--- src/rtl/semiauto_nav.sv ---
// Semi-automatic line-following navigator: drives forward until a crossroad, waits for a
// driver button, then runs a timed turn and a cooldown before resuming forward motion.
`timescale 1ns/1ps

module semiauto_nav #(
    parameter int DET_W        = 4,
    parameter int TICK_DIV     = 2000000,
    parameter int TURN_TICKS   = 200,
    parameter int AROUND_TICKS = 400,
    parameter int COOL_TICKS   = 50,
    parameter int CNT_W        = 11
) (
    input  logic             sys_clk,
    input  logic             rst_n,
    input  logic             power,
    input  logic [1:0]       global_state,
    input  logic [DET_W-1:0] detector,
    input  logic             straight,
    input  logic             left,
    input  logic             right,
    input  logic             back,
    output logic [1:0]       nav_state,
    output logic [3:0]       moving_state,
    output logic             cmd_ack
);

    typedef enum logic [1:0] {
        NAV_FORWARD = 2'b00,
        NAV_WAIT    = 2'b01,
        NAV_TURN    = 2'b10,
        NAV_COOL    = 2'b11
    } nav_e;

    typedef enum logic [3:0] {
        MOV_STOP    = 4'b0000,
        MOV_FORWARD = 4'b0001,
        MOV_LEFT    = 4'b0100,
        MOV_RIGHT   = 4'b1000
    } mov_e;

    localparam int MAX_LIM = (TURN_TICKS > AROUND_TICKS)
                           ? ((TURN_TICKS > COOL_TICKS) ? TURN_TICKS : COOL_TICKS)
                           : ((AROUND_TICKS > COOL_TICKS) ? AROUND_TICKS : COOL_TICKS);

    generate
        if (DET_W < 3 || TICK_DIV < 1 || TURN_TICKS < 1 || AROUND_TICKS < 1 || COOL_TICKS < 1
            || CNT_W < 1 || (CNT_W < 31 && (32'sd1 << CNT_W) <= MAX_LIM)) begin : g_bad_params
            $error("semiauto_nav: illegal parameter combination");
        end
    endgenerate

    localparam int                 PRE_W       = (TICK_DIV > 1) ? $clog2(TICK_DIV) : 1;
    localparam logic [PRE_W-1:0]   PRE_LAST    = PRE_W'(TICK_DIV - 1);
    localparam logic [CNT_W-1:0]   TURN_LAST   = CNT_W'(TURN_TICKS - 1);
    localparam logic [CNT_W-1:0]   AROUND_LAST = CNT_W'(AROUND_TICKS - 1);
    localparam logic [CNT_W-1:0]   COOL_LAST   = CNT_W'(COOL_TICKS - 1);

    // Button vector order: [0]=straight, [1]=left, [2]=right, [3]=back.
    logic [DET_W-1:0] det_s1_q, det_s2_q;
    logic [3:0]       btn_s1_q, btn_s2_q, btn_hist_q;
    logic [2:0]       arm_q;
    logic [PRE_W-1:0] pre_q, pre_d;
    logic [CNT_W-1:0] cnt_q, cnt_d;
    logic [CNT_W-1:0] last_q, last_d;
    nav_e             nav_q, nav_d;
    mov_e             mov_q, mov_d;
    logic             ack_q, ack_d;

    logic       tick;
    logic       crossroad;
    logic       enable;
    logic [3:0] btn_ev;
    logic       unused_det;

    assign tick       = (pre_q == PRE_LAST);
    assign crossroad  = det_s2_q[0] | ~det_s2_q[1] | ~det_s2_q[2];
    assign unused_det = ^det_s2_q;
    assign enable     = power & ((global_state == 2'b01) | (global_state == 2'b10));

    // Edges are only trusted once the history flop holds a post-reset sample, so a button
    // held through reset release is seen as already pressed rather than as a new press.
    assign btn_ev = arm_q[2] ? (btn_s2_q & ~btn_hist_q) : 4'b0000;

    always_comb begin
        pre_d = tick ? '0 : pre_q + PRE_W'(1);
    end

    always_comb begin
        // NOTE: every output of this block gets a default first, so no path can infer a latch.
        nav_d  = nav_q;
        mov_d  = mov_q;
        cnt_d  = cnt_q;
        last_d = last_q;
        ack_d  = 1'b0;

        if (!enable) begin
            nav_d = NAV_WAIT;
            mov_d = MOV_STOP;
            cnt_d = '0;
        end else begin
            case (nav_q)
                NAV_FORWARD: begin
                    if (crossroad) begin
                        nav_d = NAV_WAIT;
                        mov_d = MOV_STOP;
                    end else begin
                        mov_d = MOV_FORWARD;
                    end
                end
                NAV_WAIT: begin
                    mov_d = MOV_STOP;
                    cnt_d = '0;
                    if (btn_ev[0]) begin
                        nav_d = NAV_COOL;
                        mov_d = MOV_FORWARD;
                        ack_d = 1'b1;
                    end else if (btn_ev[1]) begin
                        nav_d  = NAV_TURN;
                        mov_d  = MOV_LEFT;
                        last_d = TURN_LAST;
                        ack_d  = 1'b1;
                    end else if (btn_ev[2]) begin
                        nav_d  = NAV_TURN;
                        mov_d  = MOV_RIGHT;
                        last_d = TURN_LAST;
                        ack_d  = 1'b1;
                    end else if (btn_ev[3]) begin
                        nav_d  = NAV_TURN;
                        mov_d  = MOV_RIGHT;
                        last_d = AROUND_LAST;
                        ack_d  = 1'b1;
                    end
                end
                NAV_TURN: begin
                    if (tick) begin
                        if (cnt_q == last_q) begin
                            nav_d = NAV_COOL;
                            mov_d = MOV_FORWARD;
                            cnt_d = '0;
                        end else begin
                            cnt_d = cnt_q + CNT_W'(1);
                        end
                    end
                end
                NAV_COOL: begin
                    mov_d = MOV_FORWARD;
                    if (tick) begin
                        if (cnt_q == COOL_LAST) begin
                            nav_d = NAV_FORWARD;
                            cnt_d = '0;
                        end else begin
                            cnt_d = cnt_q + CNT_W'(1);
                        end
                    end
                end
                default: begin
                    nav_d = NAV_WAIT;
                    mov_d = MOV_STOP;
                    cnt_d = '0;
                end
            endcase
        end
    end

    always_ff @(posedge sys_clk or negedge rst_n) begin
        if (!rst_n) begin
            det_s1_q   <= '0;
            det_s2_q   <= '0;
            btn_s1_q   <= '0;
            btn_s2_q   <= '0;
            btn_hist_q <= '0;
            arm_q      <= '0;
            pre_q      <= '0;
            cnt_q      <= '0;
            last_q     <= '0;
            nav_q      <= NAV_WAIT;
            mov_q      <= MOV_STOP;
            ack_q      <= 1'b0;
        end else begin
            det_s1_q   <= detector;
            det_s2_q   <= det_s1_q;
            btn_s1_q   <= {back, right, left, straight};
            btn_s2_q   <= btn_s1_q;
            btn_hist_q <= btn_s2_q;
            arm_q      <= {arm_q[1:0], 1'b1};
            pre_q      <= pre_d;
            cnt_q      <= cnt_d;
            last_q     <= last_d;
            nav_q      <= nav_d;
            mov_q      <= mov_d;
            ack_q      <= ack_d;
        end
    end

    assign nav_state    = nav_q;
    assign moving_state = mov_q;
    assign cmd_ack      = ack_q;

endmodule

--- config.mk ---
export PLATFORM = sky130hd
export DESIGN_NAME = semiauto_nav
export DESIGN_NICKNAME = d
export VERILOG_FILES = /design/src/rtl/semiauto_nav.sv
export SDC_FILE = /design/constraint.sdc
export NUM_CORES = 1
export LEC_CHECK = 0
export ABC_AREA = 1
export BUFFER_PORTS_ARGS = -buffer_cell sky130_fd_sc_hd__buf_4
export CAP_MARGIN = 20
export CORE_UTILIZATION = 55
export CTS_CLUSTER_SIZE = 8
export DETAILED_ROUTE_END_ITERATION = 16
export GPL_TIMING_DRIVEN = 0
export PLACE_DENSITY_LB_ADDON = 0.08
export SYNTH_ARGS = -nofsm -noshare
export SYNTH_HDL_FRONTEND = slang
export SYNTH_SLANG_ARGS = --single-unit
export TNS_END_PERCENT = 1
--- constraint.sdc ---
create_clock -name sys_clk -period 1.9 [get_ports sys_clk]
set_input_delay 0.285 -clock sys_clk [delete_from_list [all_inputs] [get_ports sys_clk]]
set_output_delay 0.285 -clock sys_clk [all_outputs]
set_load 0.03 [all_outputs]
After elaboration in Yosys (flattened, before gate mapping)
Cells that the tools add are included.
{"block": "classes", "add_sub_neg": 2, "n_eq_ne": 15, "n_mux": 37, "bitwise": 9, "reduce_logical": 6}
{"op": "$mux W11", "count": 8}
{"op": "$pmux W11 S3", "count": 1}
{"op": "$mux W4", "count": 8}
{"op": "$add A21 B1 Y21 const B", "count": 1}
{"op": "$eq A21 B21 Y1 const B", "count": 1}
{"op": "$mux W21", "count": 1}
{"op": "$mux W2", "count": 10}
{"op": "$pmux W4 S4", "count": 1}
{"op": "$ne A3 B3 Y1 const B", "count": 5}
{"op": "$add A11 B1 Y11 const B", "count": 1}
{"op": "$eq A11 B11 Y1", "count": 1}
{"op": "$eq A11 B6 Y1 const B", "count": 1}
{"op": "$pmux W2 S4", "count": 1}
{"op": "$mux W1", "count": 7}
{"op": "$eq A2 B2 Y1 const B", "count": 3}
{"op": "$ne A6 B6 Y1 const B", "count": 1}
{"op": "$reduce_and A6 Y1", "count": 1}
{"op": "$and A4 B4 Y4", "count": 1}
{"op": "$eq A2 B1 Y1 const B", "count": 2}
{"op": "$ne A4 B1 Y1 const B", "count": 1}
{"op": "$not A4 Y4", "count": 1}
{"op": "$reduce_and A4 Y1", "count": 1}
{"op": "$not A1 Y1", "count": 3}
{"op": "$or A1 B1 Y1", "count": 3}
{"op": "5 further kinds", "count": 5}
{"block": "totals", "reg_bits": 71}

Logic depth before layout (Yosys ltp)
Gate-level depths: netlist of the first run.
{"block": "logic_depth", "ltp_word": 9, "depth_mapped": 11}

Least setup slack after synthesis of the first run
OpenSTA, ideal clock, no wires.
{"block": "synth_timing", "kind": "register to register", "from": "register nav_q[0], in the netlist nav_state[0]", "to": "register cnt_q[7]", "setup_ns": 0.118, "arrival_time_ns": 1.720, "required_time_ns": 1.782, "path_slack_ns": 0.062, "path_stages_with_launch": 11, "path_buffers": 2, "period_less_slack_ns": 1.838, "path_cell_list": "dfstp_2 -> inv_1 -> ha_1 -> buf_2 -> inv_1 -> nand2_1 -> nand3_4 -> nand2_2 -> buf_6 -> nand2_1 -> nand2_1"}
{"block": "synth_via", "elab_chain_len": 3, "elab_cells_between_ends": 9, "classes_between": "eq/ne (6); mux (2); reduce/logical (1)"}
{"element": "start, declared", "line_no": "65", "rtl": "nav_e nav_q, nav_d;"}
{"element": "start signal, assigned", "line_no": "189", "rtl": "nav_q <= nav_d;"}
{"element": "$eq A2 B2 Y1 or $eq A2 B1 Y1 (tied branches)", "line_no": "101", "rtl": "case (nav_q)"}
{"element": "$ne A4 B1 Y1 (no source line), or another cell as far along"}
{"element": "$reduce_and A3 Y1 (no source line) or $mux W11 (tied branches)"}
{"element": "end signal, assigned", "line_no": "187", "rtl": "cnt_q <= cnt_d;"}
{"element": "end, declared", "line_no": "63", "rtl": "logic [CNT_W-1:0] cnt_q, cnt_d;"}
Several ways; a longest one is shown, not always the timed one.
A chain may end at the register's enable or synchronous reset.

Worst setup path in the final report of the first run
{"block": "layout_timing", "from": "register nav_q[0], in the netlist nav_state[0]", "to": "register cnt_q[0]"}
Same word-level chain as after synthesis.

==> results of run 1 <==
==> power groups by stage <==
stage | combinational (W) | clock, W | sequential [W]
6_report | 0.000655 | 0.00119 | 0.00147
5_1_grt | 0.000739 | 0.00128 | 0.00148
4_1_cts | 0.000650 | 0.00122 | 0.00147
3_5_place_dp | 0.000646 | 0 | 0.00150
3_3_place_gp | 0.000635 | 0 | 0.00149
2_1_floorplan | 0.000402 | 0 | 0.00154
==> cells in the final DEF (no fill, tap or decap), types with 3 or more instances in the layout <==
master | Yosys | final
a21oi_1 | 9 | 9
buf_2 | 6 | 6
buf_4 | 1 | 20
clkbuf_8 | 0 | 9
dfrtp_1 | 61 | 61
ha_1 | 8 | 8
inv_1 | 54 | 52
inv_2 | 8 | 10
inv_6 | 0 | 4
nand2_1 | 113 | 113
nand3_1 | 42 | 42
nand3b_1 | 6 | 6
nand4_1 | 16 | 16
nor2_1 | 40 | 40
nor2_2 | 3 | 3
nor2_4 | 3 | 3
nor3_1 | 11 | 11
o211ai_1 | 3 | 3
o21ai_0 | 6 | 6
o21ai_1 | 5 | 5
o21ai_2 | 3 | 3
xnor2_1 | 3 | 3
xor2_1 | 6 | 6
==> registers in the layout (all words and copies together) (netlist names) <==
signal / flops
pre_q: 21
cnt_q: 11
btn_hist_q: 4
btn_s1_q: 4
btn_s2_q: 4
arm_q: 3
det_s1_q: 3
det_s2_q: 3
last_q: 3
moving_state: 3
nav_state: 2
cmd_ack: 1
==> cell type report <==
class | instances | area, um^2 | area share [%]
flip-flops and latches | 62 | 1550 | 41.0
plain buffers | 8 | 48.8 | 1.29
repair buffers | 19 | 143 | 3.77
clock buffers | 9 | 124 | 3.27
well taps | 75 | 93.8 | 2.48
multi-input cells | 291 | 1510 | 39.8
inverters | 63 | 239 | 6.31
clock inverters | 7 | 77.6 | 2.05
==> repair_timing <==
action | 4_1_cts | 5_1_grt
buffers inserted | 0 | 2
hold buffers | 0 | 0
gates resized for setup | 0 | 3
setup endpoints to repair | 0 | 11
==> path summary, 6_finish.rpt <==
check / to / from / cells past startpoint / slack (ns)
min in group sys_clk: btn_s1_q[1] / left / 1 / 0.05
min reg2reg: det_s2_q[0] / det_s1_q[0] / 0 / 0.35
min: cnt_q[4] / rst_n / 1 / -0.01
max: cnt_q[0] / nav_state[0] / 10 / 0.15
max in group asynchronous: pre_q[13] / rst_n / 1 / 1.38
max reg2reg: cnt_q[0] / nav_state[0] / 10 / 0.15
==> cell usage after synthesis, drive strengths merged, types with 3 or more instances <==
cell type  instances  area, um^2
a21oi              9        45.0
buf                8        48.8
dfrtp             61        1530
ha                 8         100
inv               62         233
nand2            118         479
nand3             46         265
nand3b             6        45.0
nand4             17         113
nor2              46         203
nor3              11        55.1
o211ai             3        22.5
o21ai             14        81.3
xnor2              3        26.3
xor2               6        52.6
==> metal layers <==
layer	share of wire, %	up-vias	track usage (%)
met1	47	1278	28.9
met4	1.2	0	10.0
met5	0	-	0
li1	-	1404	-
met2	50	33	40.0
met3	2.7	8	4.46
==> kinds of logic (layout without fill, tap and decap cells) <==
family / Yosys count / after routing / share of synthesized area [%]
AOI/OAI and AO/OA: 26 / 26 / 4.45
DFF: 62 / 62 / 46.4
adders and majority gates: 8 / 8 / 2.99
other: 2 / 2 / 0.224
buffers and inverters: 71 / 106 / 8.56
and+or+nand+nor: 246 / 246 / 35.1
xor gates and xnor gates: 9 / 9 / 2.35
==> critical path: stages (launching register included) <==
cell and delay, ns:
dfstp_2 0.58, inv_2 0.07, ha_1 0.19, buf_2 0.18, inv_2 0.10, nand2_1 0.09
nand3_4 0.10, nand2_2 0.08, buf_6 0.15, nand2_1 0.06, nand2_1 0.06
==> metrics by stage <==
step           hold WS [ns]  setup slack [ns]  utilization [%]  cell area [um^2]
2_1_floorplan       -0.0106            0.0622                -              3350
4_1_cts              0.0341            0.0146             64.1              3770
5_1_grt              0.0259            0.0199             64.3              3790
3_3_place_gp          0.332            0.0443             60.7              3570
6_report            -0.0118             0.146             64.3              3790
3_5_place_dp          0.337            0.0225             60.7              3570
==> results.json, run 1 <==
{
  "die_area_um2": 6400,
  "vias": 2723,
  "ys_warn_count": 0,
  "grt_pass1_vias": 2580,
  "synth_cell_type_count": 33,
  "dp_hpwl_mm": 4.82,
  "ant_nets": 0,
  "clkTransAtPathRegs_ns": 0.08,
  "cts_buffers": 9,
  "tightest_slew_ns": 0.758,
  "cts_tree": "done",
  "area_growth_pct": 13.1,
  "failed_checks": "hold timing",
  "drive_gt1_share_pct": 16.1,
  "drt_iter0_markers": 123,
  "pwr-share-seq_pct": 44.3,
  "overflow": 0,
  "synthFlopType": "dfrtp_1",
  "avgSynthCellArea_um2": 7.90,
  "cap_viol_max_count": 0,
  "peakVddDrop_mv": 0.679,
  "swShare_pct": 32.0,
  "setup_viol": 0,
  "min_period_over_period_pct": 92.3,
  "fp.dieW_um": 80.0,
  "finalPower_w": 0.00332,
  "antenna_found_initial": 0,
  "syn-num-nets": 445,
  "async_reset_ff_share_pct": 100,
  "cts_root_buf": "clkbuf_8",
  "critPathMaxFanout": 10,
  "core_um2": 5890,
  "clk_latency_ns": 0.34,
  "ys_seq_elements": 62,
  "start_kind": "flip-flop",
  "cp-end-kind": "flip-flop",
  "rows": 28,
  "grt_pass1_wl_mm": 11.4,
  "path_class": "reg -> reg",
  "nets": 475,
  "grtUsageTotal_pct": 23.5,
  "yosysSeqAreaShare_pct": 46.4,
  "period_needed_ns": 1.75,
  "cts.sinks": 62,
  "timing.hold.ws_ns": -0.0118,
  "arrival_ns": 1.99,
  "tns_ns": 0,
  "outcome": "finished with violations",
  "p_comb_share_pct": 19.7,
  "grt_max_degree": 63,
  "synth_area_um2": 3350,
  "start_util_pct": 56.9,
  "fmax_mhz": 570,
  "cts_max_level": 3,
  "drt-pass1-iter-count": 4,
  "layout.cells.non_filler": 534,
  "cts_max_path_buffers": 2,
  "slew_violations": 0,
  "intPower_w": 0.00226,
  "drc_errors": 0,
  "diodes": 0,
  "num_io_pins": 20,
  "nFillCells": 540,
  "crit_required_ns": 2.13,
  "finalHoldViolations": 5,
  "routedWlPerCell_um": 12.4,
  "syn_inst": 424,
  "place_inst": 516,
  "synth_edf_count": 0,
  "die_h_um": 80.0,
  "portBuffers": 17,
  "slew-limit-headroom_pct": 49.4,
  "gp_congestion": 0.875,
  "p_switching_w": 0.00106,
  "powerDensity_nw_per_um2": 876,
  "rsz0062_at_grt": "no",
  "routed_via_density": 5.10,
  "hold_path.class": "in -> async",
  "power_frac_clock_pct": 36.0,
  "fin_skew_ns": 0.0122,
  "wl_mm": 6.62,
  "p_leak_nw": 1.99
}
No activity file was read; power rests on OpenSTA's default activity.
==> run 2: changes to the inputs <==
--- a/config.mk
+++ b/config.mk
@@ -13,6 +13,7 @@
 export DETAILED_ROUTE_END_ITERATION = 16
 export GPL_TIMING_DRIVEN = 0
 export PLACE_DENSITY_LB_ADDON = 0.08
+export RECOVER_POWER = 50
 export SYNTH_ARGS = -nofsm -noshare
 export SYNTH_HDL_FRONTEND = slang
 export SYNTH_SLANG_ARGS = --single-unit
==> run 2 against run 1 <==
The flow now finishes without violations. Sequential share of layout area hardly changed. Clock skew hardly changed. Non-clock buffer count stayed put. First-iteration DRC count stayed put. Clock-buffer cell count stayed put. Sequential power hardly changed. Final cell count stayed put. Critical path type unchanged. Critical endpoint unchanged. Largest cell class unchanged. Largest power group unchanged.
==> results.json, run 2 (same netlist as run 1, synthesis figures left out) <==
{
  "slowest_stage": "dfstp_2",
  "clkTransAtPathRegs_ns": 0.08,
  "drt_iter0_markers": 123,
  "nFillCells": 541,
  "fmax_mhz": 570,
  "cp-end-kind": "flip-flop",
  "clk_latency_ns": 0.34,
  "peakVddDrop_mv": 0.674,
  "nets": 475,
  "largest_reg_flops": 21,
  "arrival_ns": 1.99,
  "tightest_slew_ns": 1.49,
  "worstReg2RegStart": "nav_state[0]",
  "min_period_over_period_pct": 92.3,
  "slowest_delay_ns": 0.58,
  "cap_viol_max_count": 0,
  "cts_max_level": 3,
  "reg_top3": "pre_q (21), cnt_q (11)",
  "overflow": 0,
  "cts_root_buf": "clkbuf_8",
  "routedWlPerCell_um": 12.4,
  "cts_buffers": 9,
  "drive_gt1_share_pct": 16.1,
  "fp.dieW_um": 80.0,
  "cts_max_path_buffers": 2,
  "grt_pass1_vias": 2580,
  "crit_required_ns": 2.13,
  "regMostFlops": "pre_q",
  "rsz0062_at_grt": "no",
  "powerDensity_nw_per_um2": 876,
  "rows": 28,
  "fin_skew_ns": 0.0122,
  "setup_viol": 0,
  "worstSetupStartpoint": "nav_state[0]",
  "antenna_found_initial": 0,
  "drc_errors": 0,
  "final_common_cell": "nand2_1",
  "slew-limit-headroom_pct": 0.780,
  "hold_path.class": "in -> reg",
  "critPathMaxFanout": 10,
  "diodes": 0,
  "period_needed_ns": 1.75,
  "area_growth_pct": 13.0,
  "core_um2": 5890,
  "cts.sinks": 62,
  "crit_chain": "inv_2 -> ha_1 -> buf_2 -> inv_2 -> nand2_1 -> nand3_4 -> nand2_2 -> buf_6 -> nand2_1 -> nand2_1",
  "die_area_um2": 6400,
  "finalPower_w": 0.00332,
  "portBuffers": 17,
  "gp_congestion": 0.875,
  "outcome": "completed",
  "finalHoldViolations": 0,
  "hold_buffers": 0,
  "p_leak_nw": 1.99,
  "final_cell_mix": "113 x nand2_1, 61 x dfrtp_1, 52 x inv_1",
  "grt_pass1_wl_mm": 11.4,
  "die_h_um": 80.0,
  "start_util_pct": 56.9,
  "cts_tree": "done",
  "routed_via_density": 5.10,
  "dp_hpwl_mm": 4.82,
  "num_io_pins": 20,
  "slew_violations": 0,
  "min_from": "left",
  "wl_mm": 6.61,
  "tns_ns": 0,
  "drt-pass1-iter-count": 4,
  "grtUsageTotal_pct": 23.5,
  "start_kind": "flip-flop",
  "grt_max_degree": 63,
  "ant_nets": 0,
  "vias": 2725,
  "timing.hold.ws_ns": 0.0693,
  "critical_path.most_common_cell": "nand2_1",
  "path_class": "reg -> reg"
}
==> run 2: cell types whose count changed in the layout (fill, tap and decap cells not counted) <==
cell	previous run	this run
clkbuf_2	0	1
buf_4	20	12
clkbuf_4	0	7
==> run 2: report_power, final <==
group / leakage (nW) / internal [W] / switching [W] / total [W]
clock network: 0.101 / 0.000621 / 0.000572 / 0.00119
logic: 1.10 / 0.000231 / 0.000422 / 0.000653
registers: 0.790 / 0.00140 / 0.0000682 / 0.00147
==> run 2: stage by stage <==
| step | std cells | util (%) | instance area (um^2) | setup slack, ns |
|---|---|---|---|---|
| CTS | 532 | 64.1 | 3770 | 0.0146 |
| global placement | 516 | 60.7 | 3570 | 0.0443 |
| floorplan | 424 | - | 3350 | 0.0622 |
| finish | 534 | 64.3 | 3780 | 0.146 |
| global route | 534 | 64.3 | 3780 | 0.0199 |
| detailed placement | 516 | 60.7 | 3570 | 0.0225 |
==> run 2: path summary, 6_finish.rpt <==
kind,cells after the start,endpoint,slack (ns)
worst min register to register,0,btn_s2_q[2],0.35
min in group asynchronous,1,cnt_q[4],0.28
max in group asynchronous,1,pre_q[13],0.70
worst max-delay path,10,cnt_q[0],0.15
worst min-delay path,1,btn_s1_q[1],0.07
worst max register to register,10,cnt_q[0],0.15
==> run 2: layer usage <==
metal  wire length (um)  global-route usage [%]
met2               3280                    40.0
met3                180                    4.46
met4                 78                    10.0
met5                  0                       0
met1               3080                    28.9
==> run 2: critical path: cells and delay by family (launching register included) <==
kind | cells | cell delay (ns)
flip-flops | 1 | 0.58
buffers and inverters | 4 | 0.50
AND/OR/NAND/NOR | 5 | 0.39
adder cells (fa/ha/maj) | 1 | 0.19
==> run 2: what timing repair did <==
action                                  4_1_cts  5_1_grt
buffers inserted                              0        2
resized for setup                             0        3
endpoints found under the setup margin        0       11
==> run 2: area by class of cell <==
| class | count | area (um^2) | share of cell area, % |
|---|---|---|---|
| sequential | 62 | 1550 | 41.0 |
| multi-input combinational | 291 | 1510 | 39.9 |
| inverter | 63 | 239 | 6.31 |
| timing repair buffer | 19 | 140 | 3.70 |
| clock buffer | 9 | 124 | 3.27 |
| tap | 75 | 93.8 | 2.48 |
| clock inverter | 7 | 77.6 | 2.05 |
| buffer | 8 | 48.8 | 1.29 |
